### src/rtl/conv_8_32.sv
// Byte-to-word packer: collects four qualified bytes (first byte in the MSB lane) into a
// 32-bit word. A gap watchdog drops stale partial words after an upstream stall.
module conv_8_32 #(
  parameter int unsigned GAP_LIMIT = 4
) (
  input  logic        clk4f,
  input  logic        reset_L,
  input  logic        valid_in,
  input  logic [7:0]  data_in,
  output logic        valid_out,
  output logic [31:0] data_out,
  output logic        gap_err,
  output logic [1:0]  byte_cnt
);

  localparam logic [3:0] GapLimit = 4'(GAP_LIMIT);

  typedef enum logic {StIdle, StCollect} state_e;

  state_e      state_q, state_d;
  logic [1:0]  cnt_q, cnt_d;
  logic [31:0] shift_q, shift_d;
  logic [3:0]  gap_q, gap_d;
  logic        valid_q, valid_d;
  logic [31:0] data_q, data_d;
  logic        gap_err_q, gap_err_d;

  always_comb begin
    state_d   = state_q;
    cnt_d     = cnt_q;
    shift_d   = shift_q;
    gap_d     = gap_q;
    data_d    = data_q;
    valid_d   = 1'b0;
    gap_err_d = 1'b0;

    unique case (state_q)
      StIdle: begin
        // The gap counter only runs mid-word.
        if (valid_in) begin
          shift_d = {data_in, 24'h0};
          cnt_d   = 2'd1;
          gap_d   = 4'd0;
          state_d = StCollect;
        end
      end
      StCollect: begin
        if (valid_in) begin
          // An arriving byte always beats a watchdog expiry on the same edge.
          gap_d = 4'd0;
          if (cnt_q == 2'd3) begin
            data_d  = {shift_q[31:8], data_in};
            valid_d = 1'b1;
            shift_d = 32'h0;
            cnt_d   = 2'd0;
            state_d = StIdle;
          end else begin
            case (cnt_q)
              2'd1:    shift_d[23:16] = data_in;
              2'd2:    shift_d[15:8]  = data_in;
              default: shift_d[31:24] = data_in;
            endcase
            cnt_d = cnt_q + 2'd1;
          end
        end else if ((gap_q + 4'd1) >= GapLimit) begin
          shift_d   = 32'h0;
          cnt_d     = 2'd0;
          gap_d     = 4'd0;
          gap_err_d = 1'b1;
          state_d   = StIdle;
        end else begin
          gap_d = gap_q + 4'd1;
        end
      end
      default: state_d = StIdle;
    endcase
  end

  always_ff @(posedge clk4f or negedge reset_L) begin
    if (!reset_L) begin
      state_q   <= StIdle;
      cnt_q     <= 2'd0;
      shift_q   <= 32'h0;
      gap_q     <= 4'd0;
      valid_q   <= 1'b0;
      data_q    <= 32'h0;
      gap_err_q <= 1'b0;
    end else begin
      state_q   <= state_d;
      cnt_q     <= cnt_d;
      shift_q   <= shift_d;
      gap_q     <= gap_d;
      valid_q   <= valid_d;
      data_q    <= data_d;
      gap_err_q <= gap_err_d;
    end
  end

  assign valid_out = valid_q;
  assign data_out  = data_q;
  assign gap_err   = gap_err_q;
  assign byte_cnt  = cnt_q;

endmodule
### config.mk
export PLATFORM = sky130hd
export DESIGN_NAME = conv_8_32
export DESIGN_NICKNAME = d
export VERILOG_FILES = /design/src/rtl/conv_8_32.sv
export SDC_FILE = /design/constraint.sdc
export NUM_CORES = 1
export LEC_CHECK = 0
export BUFFER_PORTS_ARGS = -buffer_cell sky130_fd_sc_hd__buf_2
export CELL_PAD_IN_SITES_DETAIL_PLACEMENT = 1
export CELL_PAD_IN_SITES_GLOBAL_PLACEMENT = 2
export CORE_UTILIZATION = 35
export CTS_BUF_LIST = sky130_fd_sc_hd__clkbuf_8
export DETAILED_ROUTE_END_ITERATION = 10
export HOLD_SLACK_MARGIN = 0.05
export PLACE_DENSITY_LB_ADDON = 0.1
export SYNTH_ARGS = -nofsm -noshare
export SYNTH_HDL_FRONTEND = slang
export SYNTH_SLANG_ARGS = --single-unit
### constraint.sdc
create_clock -name clk4f -period 1.6 [get_ports clk4f]
set_input_delay 0.16 -clock clk4f [delete_from_list [all_inputs] [get_ports clk4f]]
set_output_delay 0.16 -clock clk4f [all_outputs]
set_load 0.05 [all_outputs]
**After elaboration in Yosys (flattened, before gate mapping)**

Index checks and enable logic that the tools add are counted.

- Div/mod/pow operators: 0
- Bitwise operators: 1
- Multipliers: 0
- Equality and inequality tests: 8
- $add $sub $neg: 2
- Shift operators: 0
- $lt $le $gt $ge: 1
- Reductions and logical operators: 6
- Mux-type cells: 29

Operator list:

| operator | number |
|---|---|
| $mux 32 | 3 |
| $pmux 32 s2 | 1 |
| $mux 8 | 4 |
| $mux 24 | 1 |
| $mux 4 | 3 |
| $reduce_and 3->1 | 4 |
| $mux 1 | 10 |
| $mux 2 | 4 |
| $ne 4x2->1 const B | 2 |
| $pmux 4 s2 | 1 |
| $add 4x1->4 const B | 1 |
| $eq 2x2->1 const B | 2 |
| $ge 4x3->1 const B | 1 |
| $ne 4x3->1 const B | 1 |
| $pmux 2 s2 | 1 |
| $ne 3x2->1 const B | 1 |
| $add 2x1->2 const B | 1 |
| $eq 2x1->1 const B | 1 |
| $ne 2x2->1 const B | 1 |
| $pmux 1 s2 | 1 |
| $reduce_and 2->1 | 1 |
| $reduce_or 2->1 | 1 |
| $not 1->1 | 1 |

- Bits in registers: 65
- Output and inout port bits: 36
- Bits in read-only memories: 0
- Memories kept: 0
- Word-level logic and storage cells: 56
- Memory bits (writable): 0
- Latch bits: 0

**Depth between registers and ports, before layout**

- Word-level depth: 6
- Mapped depth: 6

**Least setup slack after synthesis**

No wires, ideal clock.

- Path type: register -> register
- Start point: reg cnt_q[0] (netlist: byte_cnt[0])
- End point: reg data_q[10] (netlist: data_out[10])
- Setup slack: -0.167 ns
- Clock period less this slack: 1.767 ns
- Stages on the path, launching flop included: 5
- Arrival time: 1.642 ns
- Data required time: 1.475 ns
- Library setup time: 0.125 ns
- Cell sequence: dfrtp_1 ha_1 nand3_2 buf_2 mux2_2

- Cells in the longest elaborated chain, start to end: 2

Ends and longest elaborated chain:

| item | RTL line | text |
|---|---|---|
| start: declaration | 21 | `logic [1:0] cnt_q, cnt_d;` |
| start signal: assignment | 90 | `cnt_q <= cnt_d;` |
| $eq 2x2->1 | 51 | `if (cnt_q == 2'd3) begin` |
| $reduce_and 3->1 (no line) | - |  |
| end signal: assignment | 94 | `data_q <= data_d;` |
| end: declaration | 25 | `logic [31:0] data_q, data_d;` |

No other way between the ends.
A chain may end at the register's enable or synchronous reset.

**Final worst setup path**

- Start point: reg gap_q[0]
- End point: reg shift_q[17]

- Cells in the longest elaborated chain, start to end: 4

Ends and longest elaborated chain:

| item | RTL line | text |
|---|---|---|
| start: declaration | 23 | `logic [3:0] gap_q, gap_d;` |
| start signal: assignment | 92 | `gap_q <= gap_d;` |
| $add 4x1->4 | 65 | `end else if ((gap_q + 4'd1) >= GapLimit) begin` |
| $ge 4x3->1 | 65 |  |
| $ne 3x2->1 (no line) | - |  |
| $reduce_and 3->1 (no line) | - |  |
| end signal: assignment | 91 | `shift_q <= shift_d;` |
| end: declaration | 22 | `logic [31:0] shift_q, shift_d;` |

No other way between the ends.

==> flow_summary.ini <==
[drt]
avgRoutedWirePerCell_um = 15.0
drc_errors = 0
vias_per_cell = 4.78
drt_iter0_drc = 50
finalWirelength_um = 5470
vias = 1739
dr.pass1.iters = 4
ant_nets = 0

[synthesis]
synth.largest_area_cell = dfrtp_1
yosys-top-cells-area = dfrtp_1 (61%), mux2_2 (10%), a22o_1 (5.3%), mux2i_1 (3.0%), nand2_1 (2.7%)
synth_top_area_share_pct = 61.3
synth_async_sr_flop_share_pct = 100
synth_nets = 215
yosysWarnings = 0
synth_most_common_cell = dfrtp_1
syn_inst = 200
synthTopCellsByCount = dfrtp_1 (65), mux2_2 (24), nand2_1 (19)
yosysSeqAreaShare_pct = 61.3
ys_types = 32
synth.cell_area_um2 = 2650
synth_edf_count = 0
syn_avg_cell_area_um2 = 13.3
ys_seq_elements = 65
synth_ff_type = dfrtp_1

[worst_setup_path]
crit_fanout = 8
worst_setup_path_start_kind = register
crit_path_top_delay_cell = dfrtp_1
path_delay_family = compound AO/OA/AOI/OAI gates
critPathMaxStageDelay_ns = 0.38
rrSetupSlack_ns = 0.006
crit_path_end_kind = register
crit_type = register to register
crit_buf_inv = 0
cp.required_ns = 1.83
crit_arrival_ns = 1.83
path_cells = ha_2, nand2b_4, o2111ai_4, o211ai_4, a22o_1

[global_route]
grtUsageTotal_pct = 15.9
grt_antenna_before_repair = 0
first_global_vias = 1778
grt-ovfl-total = 0
grt_pass1_wl_um = 9110
grt_max_degree = 66

[timing]
max_freq_ghz = 0.627
report.final.setup_viol = 0
worst_slew_pin_slew_ns = 0.346
drv_slew = 0
relSlewSlack_pct = 76.9
fin_crit_sh_pct = 99.6
hold_viol = 0
hold-worst-slack_ns = 0.0970
finalCriticalPeriod_ns = 1.59
fin_worst_skew_ns = 0.0111
rsz0062_at_grt = yes
setup_slack_ns = 0.00581

[cts]
cts_tree = done
clock-sinks = 65
clockBufferDepth = 2
cts-root-buf = clkbuf_8
path_clk_slew_ns = 0.07
htree_levels = 3
numCtsBuffers = 9
insertion_delay_ns = 0.35
post_cts_buffers = 0

[run_status]
status = finished, final reports clean

[placement]
preCtsSetupSlack_ns = -0.0388
hpwlAfterDp_um = 4020
gp_congestion = 0.736
port_buffers = 46

[finish]
antenna_cells = 0
fillers = 811
areaGrowthSynthToFinish_pct = 24.6
final_layout_size_suffix_gt1_share_pct = 41.9
nets = 275

[hold_path]
worst_hold_path_type = input port to register

[die]
start_util_pct = 36.4
core-area_um2 = 7290
io_pins = 47
die_width_um = 89.1
rows = 31
die_h_um = 89.1
dieArea_um2 = 7930

[run]
maxCapViolCount = 0

[power_and_ir_drop]
p_per_area_nw_per_um2 = 2270
power.leakage_uw = 0.00169
peakVddDrop_mv = 0.962
## area by class of cell
cell class | instances | area (um2) | share of cell area (%)
sequential | 65 | 1630 | 49.3
multi-input combinational | 115 | 967 | 29.3
timing repair buffer | 57 | 340 | 10.3
clock inverter | 6 | 58.8 | 1.78
clock buffer | 10 | 138 | 4.16
inverter | 12 | 48.8 | 1.48
tap | 99 | 124 | 3.75
## logic make-up after synthesis
family | after synthesis | share of synthesized area, %
muxes | 32 | 13.2
DFF | 65 | 61.3
buffers and inverters | 20 | 3.11
AOI/OAI and AO/OA | 36 | 11.9
adders and majority gates | 4 | 1.89
xor gates and xnor gates | 1 | 0.330
and+or+nand+nor | 42 | 8.30
## flip-flops by register name (all words and copies together) (netlist names)
| signal | flops |
|---|---|
| shift_q | 24 |
| byte_cnt | 2 |
| valid_out | 1 |
| state_q | 1 |
| gap_err | 1 |
| gap_q | 4 |
| data_out | 32 |
## worst register-to-register path, cell delays in order, from the launching register on
cell and delay (ns):
dfrtp_1 0.38, ha_2 0.19, nand2b_4 0.16, o2111ai_4 0.31, o211ai_4 0.18, a22o_1 0.27
## power breakdown
part / leakage, uW / internal, uW / switching [uW] / total (uW)
sequential: 0.000852 / 2300 / 334 / 2630
combinational: 0.000739 / 1070 / 2410 / 3480
clock: 0.0000995 / 751 / 643 / 1390
total: 0.00169 / 4120 / 3380 / 7500
## repair_timing
item	in CTS	in global routing
endpoints found under the setup margin	16	27
endpoints found under the hold margin	65	0
cloned	0	0
resized for setup	2	2
pin swaps	8	12
hold buffers	1	0
## layout by cell type, fill, tap and decap left out, types with 2 or more instances in the layout
cell	n
dfrtp_1	63
buf_2	46
mux2_2	24
nand2_1	18
a22o_1	16
inv_1	12
o21ai_0	11
clkbuf_8	10
mux2i_1	8
buf_4	8
nor2_1	6
clkinvlp_4	3
and2_1	3
ha_1	3
nand3b_1	2
a21oi_1	2
o211ai_4	2
and3_1	2
nand2b_1	2
dfrtp_2	2
clkinv_2	2
buf_12	2
## final timing paths
check,start,to,cells past startpoint
setup reg to reg,gap_q[0],shift_q[17],5
min in group asynchronous,reset_L,data_out[1],3
hold reg to reg,data_out[31],data_out[31],2
hold / removal,data_in[6],shift_q[30],3
max in group asynchronous,reset_L,byte_cnt[1],3
setup / recovery,gap_q[0],shift_q[17],5
## layer usage
layer	up-vias	track usage [%]	wire length, um
met5	-	0	0
met4	0	7.36	82
met1	882	19.5	2400
li1	817	-	-
met2	32	26.7	2820
met3	8	3.51	174
## stage by stage
step | std cells | cell area [um2] | power, uW | setup TNS [ns] | util (%)
floorplan | 200 | 2670 | 5250 | -0.101 | -
global placement | 347 | 3080 | 6090 | 0 | 42.3
detailed placement | 347 | 3080 | 6180 | -0.218 | 42.3
CTS | 364 | 3300 | 7600 | -0.0179 | 45.2
global route | 364 | 3310 | 7990 | -1.10 | 45.3
finish | 364 | 3310 | 7500 | 0 | 45.3
Power figures use the tool's default switching activity.
